`src/rtl/alu_issue.sv`:
```
// alu_issue: decodes OP/OP-IMM/LUI/AUIPC into ALU controls and operands,
// issued through a registered two-entry elastic buffer.
module alu_issue #(
  parameter int XLEN = 32
) (
  input  logic            clk,
  input  logic            reset,
  input  logic            in_valid,
  output logic            in_ready,
  input  logic [31:0]     instr,
  input  logic [XLEN-1:0] pc,
  input  logic [XLEN-1:0] rs1_data,
  input  logic [XLEN-1:0] rs2_data,
  output logic            out_valid,
  input  logic            out_ready,
  output logic [2:0]      funct3,
  output logic [6:0]      funct7,
  output logic [XLEN-1:0] operand_1,
  output logic [XLEN-1:0] operand_2,
  output logic [4:0]      rd,
  output logic            illegal
);

  typedef struct packed {
    logic [2:0]      f3;
    logic [6:0]      f7;
    logic [XLEN-1:0] op1;
    logic [XLEN-1:0] op2;
    logic [4:0]      rd;
    logic            ill;
  } entry_t;

  typedef enum logic [1:0] {
    EMPTY,
    ONE,
    TWO
  } state_t;

  localparam logic [6:0] OPC_OP    = 7'b0110011;
  localparam logic [6:0] OPC_IMM   = 7'b0010011;
  localparam logic [6:0] OPC_LUI   = 7'b0110111;
  localparam logic [6:0] OPC_AUIPC = 7'b0010111;
  localparam logic [6:0] F7_ALT    = 7'b0100000;

  state_t          state;
  state_t          state_n;
  entry_t          dec;
  entry_t          out_q;
  entry_t          skid_q;
  logic            accept;
  logic            drain;
  logic            legal;
  logic [6:0]      opcode;
  logic [6:0]      f7_raw;
  logic [2:0]      f3_raw;
  logic [6:0]      sh_hi;
  logic [XLEN-1:0] imm_i;
  logic [XLEN-1:0] imm_u;
  logic [XLEN-1:0] shamt;
  logic            unused_rs1_field;

  assign opcode = instr[6:0];
  assign f3_raw = instr[14:12];
  assign f7_raw = instr[31:25];
  assign imm_i  = XLEN'($signed(instr[31:20]));
  assign imm_u  = XLEN'($signed({instr[31:12], 12'b0}));
  assign unused_rs1_field = ^instr[19:15];

  // sh_hi holds the bits above shamt, aligned so bit 5 is instr[30]
  if (XLEN == 64) begin : g_sh64
    assign shamt = XLEN'(instr[25:20]);
    assign sh_hi = {instr[31:26], 1'b0};
  end else begin : g_sh32
    assign shamt = XLEN'(instr[24:20]);
    assign sh_hi = instr[31:25];
  end

  always_comb begin
    dec   = '0;
    legal = 1'b0;
    unique case (1'b1)
      opcode == OPC_OP: begin
        dec.op1 = rs1_data;
        dec.op2 = rs2_data;
        dec.f3  = f3_raw;
        dec.f7  = f7_raw;
        legal   = (f7_raw == 7'b0) ||
                  (f7_raw == F7_ALT &&
                   (f3_raw == 3'b000 || f3_raw == 3'b101));
      end
      opcode == OPC_IMM: begin
        dec.op1 = rs1_data;
        dec.f3  = f3_raw;
        unique case (f3_raw)
          3'b001: begin
            dec.op2 = shamt;
            legal   = sh_hi == 7'b0;
          end
          3'b101: begin
            dec.op2 = shamt;
            dec.f7  = instr[30] ? F7_ALT : 7'b0;
            legal   = (sh_hi & ~F7_ALT) == 7'b0;
          end
          default: begin
            dec.op2 = imm_i;
            legal   = 1'b1;
          end
        endcase
      end
      opcode == OPC_LUI: begin
        dec.op2 = imm_u;
        legal   = 1'b1;
      end
      opcode == OPC_AUIPC: begin
        dec.op1 = pc;
        dec.op2 = imm_u;
        legal   = 1'b1;
      end
      default: legal = 1'b0;
    endcase
    if (legal) begin
      dec.rd = instr[11:7];
    end else begin
      dec     = '0;
      dec.ill = 1'b1;
    end
  end

  assign out_valid = state != EMPTY;
  assign accept    = in_valid && in_ready;
  assign drain     = out_valid && out_ready;

  always_comb begin
    state_n = state;
    unique case (state)
      EMPTY: if (accept) state_n = ONE;
      ONE: begin
        if (accept && !drain) state_n = TWO;
        else if (drain && !accept) state_n = EMPTY;
      end
      TWO: if (drain) state_n = ONE;
      default: state_n = EMPTY;
    endcase
  end

  always_ff @(posedge clk) begin
    if (reset) begin
      state    <= EMPTY;
      in_ready <= 1'b1;
    end else begin
      state    <= state_n;
      in_ready <= state_n != TWO;
    end
  end

  always_ff @(posedge clk) begin
    if (reset) begin
      out_q  <= '0;
      skid_q <= '0;
    end else if (state == TWO) begin
      if (drain) out_q <= skid_q;
    end else if (accept) begin
      if (state == EMPTY || drain) out_q <= dec;
      else skid_q <= dec;
    end
  end

  assign funct3    = out_q.f3;
  assign funct7    = out_q.f7;
  assign operand_1 = out_q.op1;
  assign operand_2 = out_q.op2;
  assign rd        = out_q.rd;
  assign illegal   = out_q.ill;

endmodule

```
`config.mk`:
```
export PLATFORM = sky130hd
export DESIGN_NAME = alu_issue
export DESIGN_NICKNAME = d
export VERILOG_FILES = /design/src/rtl/alu_issue.sv
export SDC_FILE = /design/constraint.sdc
export NUM_CORES = 1
export LEC_CHECK = 0
export CORE_UTILIZATION = 44
export CTS_BUF_LIST = sky130_fd_sc_hd__clkbuf_2 sky130_fd_sc_hd__clkbuf_4 sky130_fd_sc_hd__clkbuf_8
export DETAILED_ROUTE_END_ITERATION = 16
export PLACE_DENSITY = 0.78
export SYNTH_ARGS = -nofsm -noshare
export SYNTH_HDL_FRONTEND = slang
export SYNTH_SLANG_ARGS = --single-unit
```
`constraint.sdc`:
```
create_clock -name clk -period 1.99 [get_ports clk]
set_input_delay 0.2985 -clock clk [delete_from_list [all_inputs] [get_ports clk]]
set_output_delay 0.2985 -clock clk [all_outputs]
set_load 0.05 [all_outputs]
```
Word-level counts from Yosys, hierarchy flattened:

Index checks and enable logic that the tools add are counted.

* register bits after elaboration: 163
* bits in latches: 0
* RAM bits: 0
* memory bits (read-only): 0
* input bits: 132
* output and inout port bits: 82
* memories: 0

* $add $sub $neg: 0
* $mul: 0
* divide/modulo/power cells: 0
* order comparisons: 0
* eq/ne operators: 11
* shift-type cells: 0
* multiplexer cells: 20
* bitwise gates (word level): 2
* reduce and logical (&&, ||, !) cells: 22

Operator list (number)
* 80-bit two-way mux: 4
* 32-bit one-hot mux with 3 select lines: 1
* 74-bit two-way mux: 1
* 32-bit one-hot mux with 2 select lines: 1
* 32-bit two-way mux: 1
* 7-bit by 6-bit equality test with 1-bit output, second input constant: 3
* 10-bit one-hot mux with 2 select lines: 1
* 7-bit by 5-bit equality test with 1-bit output, second input constant: 2
* 7-bit zero test: 2
* 6-bit two-way mux: 2
* 2-bit two-way mux: 4
* 2-bit one-hot mux with 3 select lines: 1
* 3-bit AND reduction: 2
* 2-bit nonzero test: 3
* 2-bit OR reduction: 3
* 1-bit logical AND: 5
* 5-bit two-way mux: 1
* 2-bit != test, second input constant: 2
* 3-bit by 1-bit equality test with 1-bit output, second input constant: 1
* 3-bit equality test, second input constant: 1
* 3-bit zero test: 1
* 1-bit logical OR: 3
* 1-bit one-hot mux with 3 select lines: 1
* 2-bit by 1-bit equality test with 1-bit output, second input constant: 1
* 6 further kinds: 8

Logic depth before layout (Yosys ltp):

Gate-level depths: netlist (run 1).

* depth in word-level cells: 9
* depth in mapped cells: 9
* depth with buffers taken out: 5

Worst setup path before layout (run 1):

No wires, ideal clock.

* kind: reg2reg
* from: register in_ready
* to: register skid_q[14] (netlist name)
* setup time: 61 ps
* arrival time: 1837 ps
* slack: 92 ps
* stages on the path, launching flop included: 7
* path buffers: 1
* period minus slack after synthesis: 1898 ps
* path through: dfxtp_1 > nand2_1 > nor3_1 > nand2b_1 > a21oi_1 > buf_2 > a32o_1

* word-level cells in the longest chain between the ends: 2

Ends and longest elaborated chain
* start: declaration: RTL line 9 `output logic in_ready,`
* start signal: assignment: RTL line 149 `in_ready <= 1'b1;`
* start signal: assignment: RTL line 152 `in_ready <= state_n != TWO;`
* 1-bit logical AND: RTL line 130 `assign accept = in_valid && in_ready;`
* 3-bit AND reduction (no source line)
* end signal: assignment: RTL line 159 `skid_q <= '0;`
* end signal: assignment: RTL line 164 `else skid_q <= dec;`
* end: declaration: RTL line 49 `entry_t skid_q;`

Every way passes these cells.
A chain may end at the register's enable or synchronous reset.

Worst setup path after layout (run 1):

* from: input port instr[13]
* to: register out_q (netlist bit operand_1[15])

* word-level cells in the longest chain between the ends: 9
* elaborated cells between the ends (all ways): 12
* classes of those cells: eq/ne (2); mux (6); reduce/logical (4)

Ends and longest elaborated chain
* start: declaration: RTL line 10 `input logic [31:0] instr,`
* 3-bit equality test or 3-bit zero test (tied branches): RTL line 89, 94
* 1-bit logical OR: RTL line 89 `(f3_raw == 3'b000 || f3_raw == 3'b101));`
* 1-bit logical AND: RTL line 88 `(f7_raw == F7_ALT &&`
* 1-bit logical OR: RTL line 87 `legal = (f7_raw == 7'b0) ||`
* 1-bit one-hot mux with 3 select lines (*): RTL line 81 `unique case (1'b1)`
* 74-bit two-way mux (*): RTL line 121 `if (legal) begin`
* 80-bit two-way mux (*): RTL line 163 `if (state == EMPTY || drain) out_q <= dec;`
* 80-bit two-way mux (*): RTL line 162 `end else if (accept) begin`
* 80-bit two-way mux (*): RTL line 160 `end else if (state == TWO) begin`
* end signal: assignment: RTL line 161 `if (drain) out_q <= skid_q;`
* end: declaration: RTL line 48 `entry_t out_q;`

Every way passes the cells marked *; elsewhere a longest branch is shown, timed or not. The select of a mux whose other input is x is not followed.

==> impl_metrics.json, run 1 <==
{
  "status": "finished with violations",
  "violations": "setup timing",
  "grt_pass1_wl_um": 37300,
  "fin_crit_ps": 2020,
  "whs_ps": 253,
  "clkLatencyLatePin_ps": 470,
  "start_kind": "input pin",
  "hpwl_um": 15700,
  "max-slew-margin-rel_pct": 60.9,
  "final_common_cell": "clkdlybuf4s50_1",
  "async_flop_share_pct": 0,
  "final_cell_mix": "180 x clkdlybuf4s50_1, 163 x dfxtp_1, 104 x nand2_1",
  "cts_tree": "built",
  "finalMaxSlewViolations": 0,
  "numCtsBuffers": 17,
  "dieHeight_um": 131,
  "die_area_um2": 17200,
  "ys_warn_count": 0,
  "io_buffers": 213,
  "cp.arrival_ps": 2410,
  "synthDistinctLibCells": 42,
  "min_path_type": "input pin to register",
  "avgSynthCellArea_um2": 8.41,
  "fmax_mhz": 494,
  "crit_type": "input pin to register",
  "final-hold-violation-count": 0,
  "cts_root_buf": "clkbuf_8",
  "netlist_instances": 874,
  "ys_seq_area_share_pct": 44.4,
  "grt_max_degree": 69,
  "vias_per_cell": 5.74,
  "crit_path_top_delay_cell": "clkdlybuf4s50_1",
  "drc": 0,
  "path_max_fanout": 6,
  "num_rows": 46,
  "path_clk_slew_ps": 90,
  "ios": 214,
  "fin_worst_skew_ps": 11.5,
  "synth_area_um2": 7350,
  "p_per_area_nw_per_um2": 717,
  "die_w_um": 131,
  "clockBufferDepth": 2,
  "ant_nets": 0,
  "synth_nets": 1006,
  "drive_gt1_share_pct": 12.8,
  "synth_edf_count": 0,
  "coreArea_um2": 16100,
  "place_ws_ps": -632,
  "cts_sinks": 163,
  "start_util_pct": 45.6,
  "grt_pass1_vias": 7159,
  "vias": 7558,
  "finish.utilization_pct": 66.3,
  "cts.hold.buffers_added": 0,
  "setup_viol": 1,
  "drtPass1Iterations": 5,
  "leakage_nw": 4.26,
  "place.gp.congestion": 0.876,
  "final_net_count": 1219,
  "crit_chain": "clkdlybuf4s50_1 > nand2b_4 > a31oi_4 > o221ai_4 > buf_12 > clkbuf_16 > or4b_1 > a211oi_1",
  "finalWorstSetupSlack_ps": -33.0,
  "htreeDepth": 4,
  "irDropWorstVdd_mv": 0.592,
  "worst-endpoint-required_ps": 2380,
  "diodes": 0,
  "crit_path_max_incr_delay_ps": 530,
  "fin_crit_sh_pct": 102,
  "wl_um": 23900,
  "wl_per_cell_um": 18.2,
  "grtUsageTotal_pct": 26.9,
  "drtIter0Drc": 572,
  "antenna_found_initial": 0,
  "ys_ff_latch": 163,
  "end_kind": "register",
  "tightest_slew_ps": 586,
  "maxCapViolations": 0,
  "syn2layout_area_growth_pct": 45.5,
  "gr-total-overflow": 0,
  "ys.flop_type": "dfxtp_1"
}
-- cell usage after synthesis, types with 19 or more instances --
library cell,number,area [um^2]
dfxtp_1,163,3260
nand2_1,104,390
a21oi_1,84,420
o21ai_0,82,410
clkbuf_1,74,278
nor2_1,66,248
a211oi_1,47,353
a22oi_1,32,240
or4b_1,31,310
inv_1,20,75.1
nand3b_1,20,150
a221o_1,19,190
-- final cells by class --
cell class	count	area, um^2
Timing Repair Buffer	281	2940
Clock buffer	20	275
Sequential cell	163	3260
Multi-Input combinational cell	603	3750
Clock inverter	12	119
Tap cell	216	270
Inverter	21	78.8
Fill cell	1351	5420
-- critical path: cells and delay by family --
kind	cells	cell delay, ps
compound gates	3	580
simple gates	2	670
buf+inv	3	850
-- metrics by stage --
| stage | TNS, ps | area [um^2] | total power [mW] | cells |
|---|---|---|---|---|
| 6_report | -33.0 | 10700 | 7.66 | 1316 |
| 5_1_grt | -194 | 10700 | 7.93 | 1316 |
| 4_1_cts | 0 | 10500 | 7.63 | 1311 |
| 3_5_place_dp | -74300 | 10100 | 5.26 | 1279 |
| 3_3_place_gp | -66370 | 10100 | 5.24 | 1279 |
| 2_1_floorplan | 0 | 7350 | 4.45 | 874 |
-- flip-flops by register name (all words and copies together) (netlist names) --
name,cells
funct3,3
funct7,7
skid_q,80
state,2
in_ready,1
illegal,1
rd,5
operand_1,32
operand_2,32
-- what timing repair did --
item / 4_1_cts / 5_1_grt
gates resized for setup: 7 / 40
gates cloned: 0 / 3
setup endpoints to repair: 99 / 91
setup buffers: 0 / 2
pin swaps: 2 / 4
endpoints found under the hold margin: 0 / 0
-- worst paths after layout --
| kind | startpoint | to | slack, ps | cells after the start |
|---|---|---|---|---|
| setup / recovery | instr[13] | operand_1[15] | -30 | 8 |
| setup reg to reg | state[0] | operand_1[12] | 250 | 4 |
| hold reg to reg | funct7[4] | funct7[4] | 450 | 2 |
| hold / removal | instr[14] | funct3[2] | 250 | 3 |
-- routing by layer --
layer	vias to the layer above	global-route usage [%]	part of all wire, %
met5	-	0	0
met2	305	44.0	47
met1	3579	34.0	43
met4	0	12.9	3.6
met3	56	5.25	6.3
li1	3618	-	-
-- report_power, final --
part           total [mW]  switching, mW  leakage [nW]  internal (mW)
Combinational        1.81           1.06          2.75          0.746
Clock                2.42           1.31         0.193           1.11
Sequential           3.44         0.0668          1.32           3.37
-- cell families after synthesis --
| logic type | Yosys count | share of synthesized area, % |
|---|---|---|
| AND/OR/NAND/NOR | 282 | 20.4 |
| XOR/XNOR | 1 | 0.119 |
| AO/OA/AOI/OAI | 320 | 29.0 |
| buffers and inverters | 108 | 6.06 |
| flip-flops | 163 | 44.4 |
No activity file was read; power rests on OpenSTA's default activity.
==> run 2, diff against run 1 <==
--- a/config.mk
+++ b/config.mk
@@ -7,6 +7,7 @@
 export LEC_CHECK = 0
 export CORE_UTILIZATION = 44
 export CTS_BUF_LIST = sky130_fd_sc_hd__clkbuf_2 sky130_fd_sc_hd__clkbuf_4 sky130_fd_sc_hd__clkbuf_8
+export CTS_CLUSTER_SIZE = 24
 export DETAILED_ROUTE_END_ITERATION = 16
 export PLACE_DENSITY = 0.78
 export SYNTH_ARGS = -nofsm -noshare
==> results of run 2 <==
Final layout, timing and power as in run 1 (identical DEF).
==> run 3, diff against run 2 <==
--- a/config.mk
+++ b/config.mk
@@ -5,11 +5,13 @@
 export SDC_FILE = /design/constraint.sdc
 export NUM_CORES = 1
 export LEC_CHECK = 0
+export CAP_MARGIN = 20
 export CORE_UTILIZATION = 44
 export CTS_BUF_LIST = sky130_fd_sc_hd__clkbuf_2 sky130_fd_sc_hd__clkbuf_4 sky130_fd_sc_hd__clkbuf_8
 export CTS_CLUSTER_SIZE = 24
 export DETAILED_ROUTE_END_ITERATION = 16
 export PLACE_DENSITY = 0.78
+export SKIP_LAST_GASP = 1
 export SYNTH_ARGS = -nofsm -noshare
 export SYNTH_HDL_FRONTEND = slang
 export SYNTH_SLANG_ARGS = --single-unit
==> results of run 3 <==
Final layout, timing and power as in run 1 (identical DEF).
